[src/rtl/tlc_pkg.sv]
// Shared types and constants for the traffic-light conflict monitor.
package tlc_pkg;

    typedef enum logic [1:0] {
        ST_INIT    = 2'd0,
        ST_MONITOR = 2'd1,
        ST_FAULT   = 2'd2
    } state_t;

    localparam logic [1:0] FC_NONE         = 2'b00;
    localparam logic [1:0] FC_CONFLICT     = 2'b01;
    localparam logic [1:0] FC_DARK         = 2'b10;
    localparam logic [1:0] FC_SHORT_YELLOW = 2'b11;

    // Bit positions inside a 4-bit lamp vector
    localparam int GREEN  = 0;
    localparam int YELLOW = 1;
    localparam int LEFT   = 2;
    localparam int RED    = 3;

    localparam logic [3:0] LAMP_RED_ONLY = 4'b1000;

    // True when a direction shows any lamp that lets traffic move
    function automatic logic any_go(input logic [3:0] lamp);
        return lamp[GREEN] | lamp[YELLOW] | lamp[LEFT];
    endfunction

endpackage

[src/rtl/tlc_dir_checker.sv]
// Per-direction sample checker: one-hot validity, consecutive-invalid run and yellow run length.
// Flags are combinational on the current sample; counters update at the edge and clear while disabled.
module tlc_dir_checker
    import tlc_pkg::*;
#(
    parameter int DARK_TOL   = 3,
    parameter int MIN_YELLOW = 2
) (
    input  logic       clk,
    input  logic       reset,
    input  logic [3:0] lamp,
    input  logic       check_en,
    output logic       valid,
    output logic       invalid_fault,
    output logic       short_yellow
);

    localparam int DW = $clog2(DARK_TOL + 1);
    localparam int YW = $clog2(MIN_YELLOW + 1);

    logic [DW-1:0] dark_cnt;
    logic [YW-1:0] yel_cnt;
    logic          prev_yellow;

    assign valid         = $onehot(lamp);
    assign invalid_fault = check_en && !valid && (dark_cnt == DW'(DARK_TOL - 1));
    // yel_cnt holds the run length that ended with the previous sample
    assign short_yellow  = check_en && prev_yellow && !lamp[YELLOW]
                           && (yel_cnt < YW'(MIN_YELLOW));

    always_ff @(posedge clk) begin
        if (reset || !check_en) begin
            dark_cnt    <= '0;
            yel_cnt     <= '0;
            prev_yellow <= 1'b0;
        end else begin
            if (valid)
                dark_cnt <= '0;
            else if (dark_cnt != DW'(DARK_TOL))
                dark_cnt <= dark_cnt + DW'(1);

            if (!lamp[YELLOW])
                yel_cnt <= '0;
            else if (yel_cnt != YW'(MIN_YELLOW))
                yel_cnt <= yel_cnt + YW'(1);

            prev_yellow <= lamp[YELLOW];
        end
    end

endmodule

[src/rtl/tlc_conflict_monitor.sv]
// Safety stage after the TLC: passes legal lamp patterns with one cycle latency,
// latches the first violation and flashes both reds until reset.
module tlc_conflict_monitor
    import tlc_pkg::*;
#(
    parameter int STARTUP    = 4,
    parameter int DARK_TOL   = 3,
    parameter int MIN_YELLOW = 2,
    parameter int FLASH_HALF = 5
) (
    input  logic       clk,
    input  logic       reset,
    input  logic       h_green_in,
    input  logic       h_yellow_in,
    input  logic       h_left_in,
    input  logic       h_red_in,
    input  logic       v_green_in,
    input  logic       v_yellow_in,
    input  logic       v_left_in,
    input  logic       v_red_in,
    output logic       h_green_out,
    output logic       h_yellow_out,
    output logic       h_left_out,
    output logic       h_red_out,
    output logic       v_green_out,
    output logic       v_yellow_out,
    output logic       v_left_out,
    output logic       v_red_out,
    output logic       fault,
    output logic [1:0] fault_code
);

    localparam int IW = $clog2(STARTUP + 1);
    localparam int FW = $clog2(2 * FLASH_HALF);

    state_t        state, state_nxt;
    logic [IW-1:0] init_cnt, init_cnt_nxt;
    logic [FW-1:0] flash_cnt, flash_cnt_nxt;
    logic [3:0]    h_lamp_q, h_lamp_nxt;
    logic [3:0]    v_lamp_q, v_lamp_nxt;
    logic          fault_q, fault_nxt;
    logic [1:0]    code_q, code_nxt;

    logic [3:0] h_in, v_in;
    logic       check_en;
    logic       h_valid, h_inv, h_sy;
    logic       v_valid, v_inv, v_sy;
    logic       conflict, red_on;

    assign h_in     = {h_red_in, h_left_in, h_yellow_in, h_green_in};
    assign v_in     = {v_red_in, v_left_in, v_yellow_in, v_green_in};
    assign check_en = (state == ST_MONITOR);
    assign conflict = any_go(h_in) && any_go(v_in);

    tlc_dir_checker #(.DARK_TOL(DARK_TOL), .MIN_YELLOW(MIN_YELLOW)) u_h_chk (
        .clk(clk), .reset(reset), .lamp(h_in), .check_en(check_en),
        .valid(h_valid), .invalid_fault(h_inv), .short_yellow(h_sy)
    );

    tlc_dir_checker #(.DARK_TOL(DARK_TOL), .MIN_YELLOW(MIN_YELLOW)) u_v_chk (
        .clk(clk), .reset(reset), .lamp(v_in), .check_en(check_en),
        .valid(v_valid), .invalid_fault(v_inv), .short_yellow(v_sy)
    );

    always_comb begin
        state_nxt     = state;
        init_cnt_nxt  = init_cnt;
        flash_cnt_nxt = flash_cnt;
        h_lamp_nxt    = h_lamp_q;
        v_lamp_nxt    = v_lamp_q;
        fault_nxt     = fault_q;
        code_nxt      = code_q;
        red_on        = 1'b0;
        case (state)
            ST_INIT: begin
                h_lamp_nxt = LAMP_RED_ONLY;
                v_lamp_nxt = LAMP_RED_ONLY;
                if (init_cnt == IW'(STARTUP - 1))
                    state_nxt = ST_MONITOR;
                else
                    init_cnt_nxt = init_cnt + IW'(1);
            end
            ST_MONITOR: begin
                if (conflict || h_sy || v_sy || h_inv || v_inv) begin
                    state_nxt     = ST_FAULT;
                    fault_nxt     = 1'b1;
                    flash_cnt_nxt = '0;
                    h_lamp_nxt    = LAMP_RED_ONLY;
                    v_lamp_nxt    = LAMP_RED_ONLY;
                    if (conflict)
                        code_nxt = FC_CONFLICT;
                    else if (h_sy || v_sy)
                        code_nxt = FC_SHORT_YELLOW;
                    else
                        code_nxt = FC_DARK;
                end else begin
                    h_lamp_nxt = h_valid ? h_in : LAMP_RED_ONLY;
                    v_lamp_nxt = v_valid ? v_in : LAMP_RED_ONLY;
                end
            end
            ST_FAULT: begin
                // Phase 0..FLASH_HALF-1 is red-on; the fault edge itself was phase 0
                if (flash_cnt == FW'(2 * FLASH_HALF - 1))
                    flash_cnt_nxt = '0;
                else
                    flash_cnt_nxt = flash_cnt + FW'(1);
                red_on          = (flash_cnt_nxt < FW'(FLASH_HALF));
                h_lamp_nxt      = '0;
                v_lamp_nxt      = '0;
                h_lamp_nxt[RED] = red_on;
                v_lamp_nxt[RED] = red_on;
            end
            default: state_nxt = ST_INIT;
        endcase
    end

    always_ff @(posedge clk) begin
        if (reset) begin
            state     <= ST_INIT;
            init_cnt  <= '0;
            flash_cnt <= '0;
            h_lamp_q  <= LAMP_RED_ONLY;
            v_lamp_q  <= LAMP_RED_ONLY;
            fault_q   <= 1'b0;
            code_q    <= FC_NONE;
        end else begin
            state     <= state_nxt;
            init_cnt  <= init_cnt_nxt;
            flash_cnt <= flash_cnt_nxt;
            h_lamp_q  <= h_lamp_nxt;
            v_lamp_q  <= v_lamp_nxt;
            fault_q   <= fault_nxt;
            code_q    <= code_nxt;
        end
    end

    assign h_green_out  = h_lamp_q[GREEN];
    assign h_yellow_out = h_lamp_q[YELLOW];
    assign h_left_out   = h_lamp_q[LEFT];
    assign h_red_out    = h_lamp_q[RED];
    assign v_green_out  = v_lamp_q[GREEN];
    assign v_yellow_out = v_lamp_q[YELLOW];
    assign v_left_out   = v_lamp_q[LEFT];
    assign v_red_out    = v_lamp_q[RED];
    assign fault        = fault_q;
    assign fault_code   = code_q;

endmodule
[config.mk]
export PLATFORM = sky130hd
export DESIGN_NAME = tlc_conflict_monitor
export DESIGN_NICKNAME = d
export VERILOG_FILES = /design/src/rtl/tlc_pkg.sv /design/src/rtl/tlc_dir_checker.sv /design/src/rtl/tlc_conflict_monitor.sv
export SDC_FILE = /design/constraint.sdc
export NUM_CORES = 1
export LEC_CHECK = 0
export ABC_AREA = 1
export ABC_CLOCK_PERIOD_IN_PS = 2700
export BUFFER_PORTS_ARGS = -buffer_cell sky130_fd_sc_hd__clkbuf_2
export CAP_MARGIN = 20
export CORE_ASPECT_RATIO = 0.8
export CORE_UTILIZATION = 42
export CTS_CLUSTER_SIZE = 8
export DETAILED_ROUTE_END_ITERATION = 10
export PLACE_DENSITY = 0.59
export SLEW_MARGIN = 0
export SYNTH_ARGS = -nofsm -noshare
export SYNTH_HDL_FRONTEND = slang
export SYNTH_SLANG_ARGS = --single-unit
[constraint.sdc]
create_clock -name clk -period 2.7 [get_ports clk]
set_input_delay 0.405 -clock clk [delete_from_list [all_inputs] [get_ports clk]]
set_output_delay 0.405 -clock clk [all_outputs]
set_load 0.05 [all_outputs]
### Word level (Yosys, flattened, before mapping)

Cells that the tools add are included.
W data, S select, Z words.

| storage, ports and cells | value |
|---|---|
| logic and storage cells | 98 |
| output and inout port bits | 11 |
| bits in registers | 30 |

| cells by class | value |
|---|---|
| $lt $le $gt $ge | 3 |
| multiplexer cells | 15 |
| reductions and logical operators | 33 |
| add/subtract/negate cells | 12 |
| equal/unequal tests | 14 |
| bitwise operators | 8 |

Operator list:

| operator | number |
|---|---|
| $mux W4 | 7 |
| $pmux W4 S3 | 2 |
| $ne A2 B2 Y1 const B | 6 |
| $logic_and A1 B1 Y1 | 11 |
| $add A1 B1 Y2 | 4 |
| $add A2 B1 Y2 const B | 4 |
| $pmux W4 S2 | 1 |
| $reduce_or A2 Y1 | 4 |
| $add A3 B3 Y3 | 2 |
| $eq A2 B2 Y1 const B | 3 |
| $eq A3 B1 Y1 const B | 2 |
| $logic_or A1 B1 Y1 | 6 |
| $mux W2 | 3 |
| $pmux W2 S3 | 1 |
| $reduce_and A2 Y1 | 3 |
| $logic_not A1 Y1 | 5 |
| $add A4 B1 Y4 const B | 1 |
| $eq A4 B4 Y1 const B | 1 |
| $lt A2 B2 Y1 const B | 2 |
| $lt A4 B3 Y1 const B | 1 |
| $not A1 Y1 | 4 |
| $or A1 B1 Y1 | 4 |
| $add A3 B1 Y3 const B | 1 |
| $eq A3 B2 Y1 const B | 1 |
| 6 further kinds | 6 |

### Longest topological paths before layout

Gate-level depths: netlist of the first run.

| depth | value |
|---|---|
| depth after elaboration | 10 |
| mapped depth | 14 |
| depth with buffers taken out | 14 |

### Cells and area by module

Synthesis of the first run repeated with hierarchy kept, for this count alone.

| second synthesis, totals | value |
|---|---|
| cells, all modules | 243 |
| area, all modules | 1745.4 um^2 |

Modules (own cells, without submodules):

| module | cells each | times used | area an instance (um^2) | seq. area each (um^2) |
|---|---|---|---|---|
| tlc_conflict_monitor | 147 | 1 | 1059.8 | 400.4 |
| tlc_dir_checker | 48 | 2 | 342.8 | 100.1 |

### Worst setup path after synthesis of the first run

Ideal clock, no wire load.

| path | value |
|---|---|
| path kind | input to register |
| start | input port h_yellow_in |
| end | register flash_cnt[3] |
| required time | 2.633 ns |
| library setup time | 0.067 ns |
| slack | 0.446 ns |
| stages | 13 |
| data arrival time | 2.187 ns |
| cells stage by stage | inv_1 -> ha_1 -> ha_1 -> fa_1 -> nor2_1 -> nand2_1 -> nand2_1 -> nand2_2 -> inv_1 -> nand3_4 -> nand2_4 -> nand2_1 -> a21oi_2 |

| between the ends | value |
|---|---|
| word-level cells in the longest chain between the ends | 10 |

Ends and longest elaborated chain:

| element | RTL line | source |
|---|---|---|
| from (decl) | tlc_conflict_monitor.sv:14 | `input logic h_yellow_in,` |
| $add A1 B1 Y2 (not written as such) | tlc_dir_checker.sv:25 | `assign valid = $onehot(lamp);` |
| $add A3 B3 Y3 (not written as such) | tlc_dir_checker.sv:25 |  |
| $eq A3 B1 Y1 | tlc_dir_checker.sv:25 |  |
| $logic_not A1 Y1 | tlc_dir_checker.sv:26 | `assign invalid_fault = check_en && !valid && (dark_cnt == DW'(DARK_TOL - 1));` |
| $logic_and A1 B1 Y1 (2 in series) | tlc_dir_checker.sv:26 |  |
| $logic_or A1 B1 Y1 * (2 in series) | tlc_conflict_monitor.sv:84 | `if (conflict \|\| h_sy \|\| v_sy \|\| h_inv \|\| v_inv) begin` |
| $ne A2 B2 Y1 (no source line) * | -- |  |
| $reduce_and A2 Y1 (no source line) * | -- |  |
| to (signal assigned) | tlc_conflict_monitor.sv:129 | `flash_cnt <= flash_cnt_nxt;` |
| to (decl) | tlc_conflict_monitor.sv:38 | `logic [FW-1:0] flash_cnt, flash_cnt_nxt;` |

Mark *: on every way between the ends. The rest lies on a longest branch, timed or not.
A chain may end at the register's enable or synchronous reset.

### Worst setup path in the final report of the first run

| path | value |
|---|---|
| start | input port v_yellow_in |
| end | register v_lamp_q[0] |

| between the ends | value |
|---|---|
| word-level cells in the longest chain between the ends | 9 |

Ends and longest elaborated chain:

| element | RTL line | source |
|---|---|---|
| from (decl) | tlc_conflict_monitor.sv:18 | `input logic v_yellow_in,` |
| $add A1 B1 Y2 (not written as such) or $or A1 B1 Y1 (tied branches) | tlc_dir_checker.sv:25, tlc_pkg.sv:25 |  |
| $add A3 B3 Y3 (not written as such) or $or A1 B1 Y1 (tied branches) | tlc_dir_checker.sv:25, tlc_pkg.sv:25 |  |
| $eq A3 B1 Y1 or $logic_and A1 B1 Y1 (tied branches) | tlc_dir_checker.sv:25, tlc_conflict_monitor.sv:53 |  |
| $logic_not A1 Y1 or $logic_or A1 B1 Y1 (tied branches) | tlc_dir_checker.sv:26, tlc_conflict_monitor.sv:84 |  |
| $logic_and A1 B1 Y1 or $logic_or A1 B1 Y1 (tied branches) (2 in series) | tlc_dir_checker.sv:26, tlc_conflict_monitor.sv:84 |  |
| $logic_or A1 B1 Y1 | tlc_conflict_monitor.sv:84 |  |
| $mux W4 * | tlc_conflict_monitor.sv:84 |  |
| $pmux W4 S3 * | tlc_conflict_monitor.sv:74 | `case (state)` |
| to (signal assigned) | tlc_conflict_monitor.sv:131 | `v_lamp_q <= v_lamp_nxt;` |
| to (decl) | tlc_conflict_monitor.sv:40 | `logic [3:0] v_lamp_q, v_lamp_nxt;` |

Marked as above.

==> results of run 1 <==
==> routing by layer <==
metal | share of wire, % | wire length [um] | vias up | track usage, %
met5 | 0 | 0 | - | 0
met4 | 1.7 | 54 | 0 | 7.28
met3 | 3.7 | 121 | 7 | 4.89
met2 | 37 | 1190 | 22 | 22.6
met1 | 58 | 1860 | 612 | 25.1
li1 | - | - | 773 | -
==> state kept, by name (all words and copies together) (netlist names) <==
name                 count
fault                    1
fault_code               2
flash_cnt                4
h_lamp_q                 4
init_cnt                 3
state                    2
u_h_chk.dark_cnt         2
u_h_chk.prev_yellow      1
u_h_chk.yel_cnt          2
u_v_chk.dark_cnt         2
u_v_chk.prev_yellow      1
u_v_chk.yel_cnt          2
v_lamp_q                 4
==> layout make-up <==
class / instances / share of cell area (%)
flip-flops and latches: 30 / 30.2
repair buffers: 22 / 5.78
well taps: 55 / 3.46
multi-input cells: 160 / 50.3
clock buffers: 7 / 3.83
inverters: 34 / 6.41
==> worst reg2reg max path: cells and delay by family, from the launching register on <==
kind / cells / cell delay [ns]
AO/OA/AOI/OAI: 1 / 0.12
buffers and inverters: 1 / 0.10
AND/OR/NAND/NOR: 8 / 0.75
adder cells (fa/ha/maj): 1 / 0.32
flip-flops: 1 / 0.39
==> cell usage after synthesis <==
master,instances
nand3b_1,1
nand3_1,18
o21ai_0,6
nand2_2,4
buf_6,1
nand3_4,1
nor2_1,34
nand3b_4,1
dfxtp_1,30
nor2b_1,1
inv_1,34
xor2_1,4
or2_2,1
nor3_1,4
ha_1,23
a21oi_2,1
nor2_4,1
nand4_1,2
fa_1,2
a21oi_1,21
nand2_1,33
nand2_4,1
nor3_4,1
clkbuf_1,3
==> worst max-delay path by stage <==
stage                    to  slack (ns)  cells after the start
6_report        v_lamp_q[0]        0.47                     11
5_1_grt         h_lamp_q[2]        0.30                     12
4_1_cts         v_lamp_q[2]        0.46                     11
3_5_place_dp    v_lamp_q[0]        0.16                     11
3_3_place_gp    v_lamp_q[2]        0.21                     11
2_1_floorplan  flash_cnt[3]        0.45                     13
==> stage by stage <==
| step | worst slack, ns | utilization [%] | cell area [um^2] | hold slack [ns] |
|---|---|---|---|---|
| 2_1_floorplan | 0.446 | - | 1750 | 0.443 |
| 3_3_place_gp | 0.209 | 49.0 | 1910 | 0.436 |
| 3_5_place_dp | 0.159 | 49.0 | 1910 | 0.442 |
| 4_1_cts | 0.464 | 51.0 | 1990 | 0.444 |
| 5_1_grt | 0.303 | 51.0 | 1990 | 0.462 |
| 6_report | 0.470 | 51.0 | 1990 | 0.449 |
==> power by group through the flow <==
stage | sequential [W] | combinational, W | clock, W
2_1_floorplan | 0.000642 | 0.000264 | 0
3_3_place_gp | 0.000558 | 0.000439 | 0
3_5_place_dp | 0.000559 | 0.000440 | 0
4_1_cts | 0.000550 | 0.000442 | 0.000339
5_1_grt | 0.000560 | 0.000503 | 0.000365
6_report | 0.000550 | 0.000439 | 0.000328
==> kinds of logic after synthesis <==
group           share of synthesized area, %
flops                                   34.3
fa+ha+maj                               18.7
compound gates                          8.21
buf+inv                                 8.57
xor+xnor                                2.00
simple gates                            28.3
==> run metrics, run 1 <==
global-route wire length before repair=5620 um; Post-Syn Nets=263; layout cell share with drive strength beyond 1=15.0%; Crit. Startpoint=v_yellow_in; fmax=448 MHz; die height=59.8 um; Period minus WS final=2.23 ns; r2r worst-path depth=11; status=finished, final reports clean; antenna violations before repair=0; type of origin of the critical path=input port; largest net degree at the start of global routing=18; Hold Path Cell Cnt=2; Layout area overhead=13.6%; maximum vdd drop=0.359 mV; FF+latch area=601 um^2; Post-CTS Setup Inserts=0; Rows=20; vias in the first global route=1,283; Pre-Repair DR Iteration Count=4; Sequential Power Share=41.7%; syn avg cell area=7.69 um^2; non-filler cells, final=308; ANT nets after route=0; Hold WC Path Type=reg2reg; YS warnings=0; TritonCTS Buffers=5; post-synthesis sequential area ratio=34.3%; CP peak stage delay=0.43 ns; Die ar.=0.00444 mm^2; area of the multi-input gates=0.00100 mm^2; crit-path cells=clkbuf_2 > inv_1 > ha_1 > ha_1 > fa_1 > nand3b_4 > nand2_1 > nand2_2 > nor3_4 > nand3_1 > a21oi_1; Final GP Congestion=0.774; final WL=3230 um; cell taking the most area after synthesis=dfxtp_1; maxcap violations=0; max-slew violation total from the final report=0; Routed WL per cell=10.5 um; dpl cells=301; drt drc=0; Synth cell types=24; CTS clock-pin slew for the worst setup and hold paths=0.06 ns; Hold Vio Cnt, Final=0; RSZ-0062 raised after global routing=no; Pleak=0.937 nW; Fill cells=391; clock share of power=24.9%; worst-skew pair later-pin latency=0.28 ns; Total GRT Usage=17.0%; CTS tree=yes; Synth Cell Area=0.00175 mm^2; Hold Crit Endpoint=fault_code[1]; HP Start=fault_code[1]; I/O pins=21; First DRT Iteration DRCs=60; slowest stage cell on the critical path=fa_1; CP delay by family, top=adder cells; Initial Utilization=44.9%; die width=74.2 um; CTS Sinks=30; Switching Fraction=37.2%; Final #Nets=288; FF-to-FF Start=state[1]; total gr overflow=0; power density cells=662 mW/mm^2; core area=0.00390 mm^2; R2R setup slack=0.96 ns; most frequent cells in the layout=inv_1, nor2_1, nand2_1; Worst R2R End=flash_cnt[0]; worst clock skew=0.00601 ns; # diodes=0; Critical Path End Type=flip-flop; vias after detailed routing=1,414; post-synth top area share=34.3%; Worst Path Arrival=2.43 ns; final setup vio count=0; Hold Buf Count CTS=0; Worst Tran Pin Value=0.377 ns; cell-internal power=0.000827 W; relative slew slack=74.8%; DP HPWL=2530 um; setup TNS=0 ns; IO buf count=20; period utilization=82.6%; critical-path maximum fanout=6; via/cell ratio=4.59; Syn Inst Count=228; Setup CP Type=in2reg; CTS Buffer Depth=2; Resize count post-CTS=0; Final Total Pwr=0.00132 W; Worst path most repeated cell=ha_1; Synth area leaders=dfxtp_1, ha_1, inv_1, nor2_1, nand2_1; Gate power share=33.4%; H-tree Lvls=2; Req. time, crit path=2.91 ns; CTS root buffer=clkbuf_8; NetSw=0.000490 W; flops & latches, synth=30; Buf/Inv on CP=2
(Power assumes the default switching activity.)
==> inputs of run 2 (changes only) <==
ABC_CLOCK_PERIOD_IN_PS = 2000   (was 2700)
PLACE_DENSITY = 0.61   (was 0.59)
clock period = 2 ns   (was 2.7 ns; I/O delays follow)
==> run metrics, run 2 (synthesis gave the netlist of run 1 again) <==
status=finished, final reports clean (unchanged); Pleak=1.04 nW (was 0.937 nW); Die ar.=0.00444 mm^2 (unchanged); # diodes=0 (unchanged); CTS clock-pin slew for the worst setup and hold paths=0.06 ns (about the same); Fill cells=373 (was 391); Critical Path End Type=flip-flop (unchanged); fmax=511 MHz; met2 usage=27.0% (was 22.6%); IO buf count=20 (unchanged); worst clock skew=0.00738 ns (was 0.00601 ns); global-route wire length before repair=5930 um (was 5620 um); R2R setup slack=0.23 ns (was 0.96 ns); CTS tree=yes (unchanged); power density cells=879 mW/mm^2 (was 662 mW/mm^2); TritonCTS Buffers=5 (unchanged); Hold WC Path Type=in2reg (was reg2reg); Placement Setup Slack=-0.221 ns (was 0.159 ns); FF-to-FF Start=state[1] (unchanged); r2r worst-path depth=9 (was 11); Req. time, crit path=2.21 ns (was 2.91 ns); Worst Tran Pin Value=0.438 ns (was 0.377 ns); Regs by FF count=flash_cnt: 4 flops, h_lamp_q: 4 flops, v_lamp_q: 4 flops (unchanged); setup TNS=0 ns (unchanged); largest net degree at the start of global routing=18 (unchanged); commonest non-fill, non-tap cell in the layout=nor2_1; antenna violations before repair=0 (unchanged); Worst R2R End=v_lamp_q[1] (was flash_cnt[0]); critical-path maximum fanout=6 (unchanged); Rows=20 (unchanged); final WL=3530 um (was 3230 um); Period minus WS final=1.96 ns; die width=74.2 um (unchanged); GRT busiest layer=met2 (was met1); fin area=0.00227 mm^2 (was 0.00199 mm^2); Layout area overhead=29.5% (was 13.6%); total gr overflow=0 (unchanged); max-slew violation total from the final report=0 (unchanged); maxcap violations=0 (unchanged); vias in the first global route=1,373 (was 1,283); final setup vio count=0 (unchanged); final core occ=58.1% (was 51.0%); Pre-Repair DR Iteration Count=4 (unchanged); DP Area=0.00209 mm^2 (was 0.00191 mm^2); maximum vdd drop=0.478 mV (was 0.359 mV); H-tree Lvls=2 (unchanged); First DRT Iteration DRCs=78 (was 60); most frequent cells in the layout=nor2_1, dfxtp_1, inv_1, nand2_1 (was inv_1, nor2_1, nand2_1); Initial Utilization=44.9% (unchanged); die height=59.8 um (unchanged); type of origin of the critical path=input port (unchanged); Hold Buf Count CTS=0 (unchanged); DP HPWL=2690 um (was 2530 um); PnR worst setup slack=0.0440 ns (was 0.470 ns); Routed WL per cell=10.9 um (was 10.5 um); Critical Path Sink=v_lamp_q[1] (was v_lamp_q[0]); Crit. Startpoint=v_yellow_in (unchanged); Worst Path Arrival=2.17 ns (was 2.43 ns); Hold Vio Cnt, Final=0 (unchanged); vias after detailed routing=1,486 (was 1,414); I/O pins=21 (unchanged); relative slew slack=70.7% (was 74.8%); Setup CP Type=in2reg (unchanged); CTS root buffer=clkbuf_8 (unchanged); CTS Sinks=30 (unchanged); core area=0.00390 mm^2 (unchanged); worst-skew pair later-pin latency=0.29 ns (was 0.28 ns); CTS Buffer Depth=2 (unchanged); RSZ-0062 raised after global routing=yes (was no); drt drc=0 (unchanged); period utilization=97.8%; ANT nets after route=0 (unchanged); met3 Usage GRT=4.89% (unchanged); Final GP Congestion=0.823 (was 0.774); layout cell share with drive strength beyond 1=28.1% (was 15.0%); Final #Nets=304 (was 288); GR Layer Usage met1=24.7% (was 25.1%); via/cell ratio=4.57 (was 4.59); Total GRT Usage=18.2% (was 17.0%)
run 2: cell count changes in the layout (fill, tap and decap cells not counted), moves of 3 or more:
cell / previous run / this run
buf_4: 2 / 18
ha_1: 23 / 17
ha_4: 0 / 5
inv_1: 34 / 29
nand2_1: 33 / 29
a21oi_1: 21 / 18
a21oi_2: 1 / 4
buf_6: 0 / 3
clkbuf_2: 20 / 17
clkbuf_8: 5 / 8
inv_2: 0 / 3
run 2: layout make-up:
cell class              instances  area (um^2)  area share [%]
repair buffers                 38          254            11.2
well taps                      55         68.8            3.03
clock buffers                   8          110            4.85
multi-input cells             160         1100            48.6
flip-flops and latches         30          601            26.5
inverters                      34          133            5.84
run 2: how the worst min path moves through the flow:
| stage | startpoint | to | slack [ns] | cells after the start |
|---|---|---|---|---|
| after floorplan | h_yellow_in | u_h_chk.prev_yellow | 0.44 | 2 |
| after global placement | fault | fault | 0.44 | 2 |
| after detailed placement | fault | fault | 0.44 | 2 |
| after CTS | h_yellow_in | u_h_chk.prev_yellow | 0.39 | 4 |
| after global routing | v_yellow_in | u_v_chk.prev_yellow | 0.42 | 4 |
| final | v_yellow_in | u_v_chk.prev_yellow | 0.40 | 4 |
run 2: per-layer routing:
layer,routed length (um),vias to the layer above,part of all wire (%)
met1,1930,642,55
met5,0,-,0
met2,1390,28,39
li1,-,809,-
met3,145,7,4.1
met4,70,0,2.0
run 2: through the flow:
step / hold slack (ns) / power (W) / instances
floorplan: 0.439 / 0.00124 / 228
global placement: 0.437 / 0.00139 / 315
detailed placement: 0.441 / 0.00141 / 315
CTS: 0.392 / 0.00199 / 323
global route: 0.424 / 0.00214 / 325
finish: 0.404 / 0.00199 / 325
run 2: worst max-delay path, stage by stage:
cell	delay, ns
clkbuf_2	0.11
inv_4	0.04
ha_4	0.22
ha_2	0.17
fa_1	0.44
nand3b_4	0.18
nand2_4	0.09
nand2_4	0.07
nor3_4	0.23
nand3_1	0.15
a21oi_2	0.16
run 2: repair_timing:
item | 4_1_cts | 5_1_grt
setup endpoints to repair | 0 | 13
setup buffers | 0 | 2
hold endpoints to repair | 0 | 0
resized for setup | 0 | 14
run 2: power breakdown:
group / internal [W] / switching, W / leakage (nW)
logic: 0.000242 / 0.000429 / 0.743
clock network: 0.000347 / 0.000236 / 0.0575
registers: 0.000686 / 0.0000546 / 0.243
total: 0.00128 / 0.000720 / 1.04
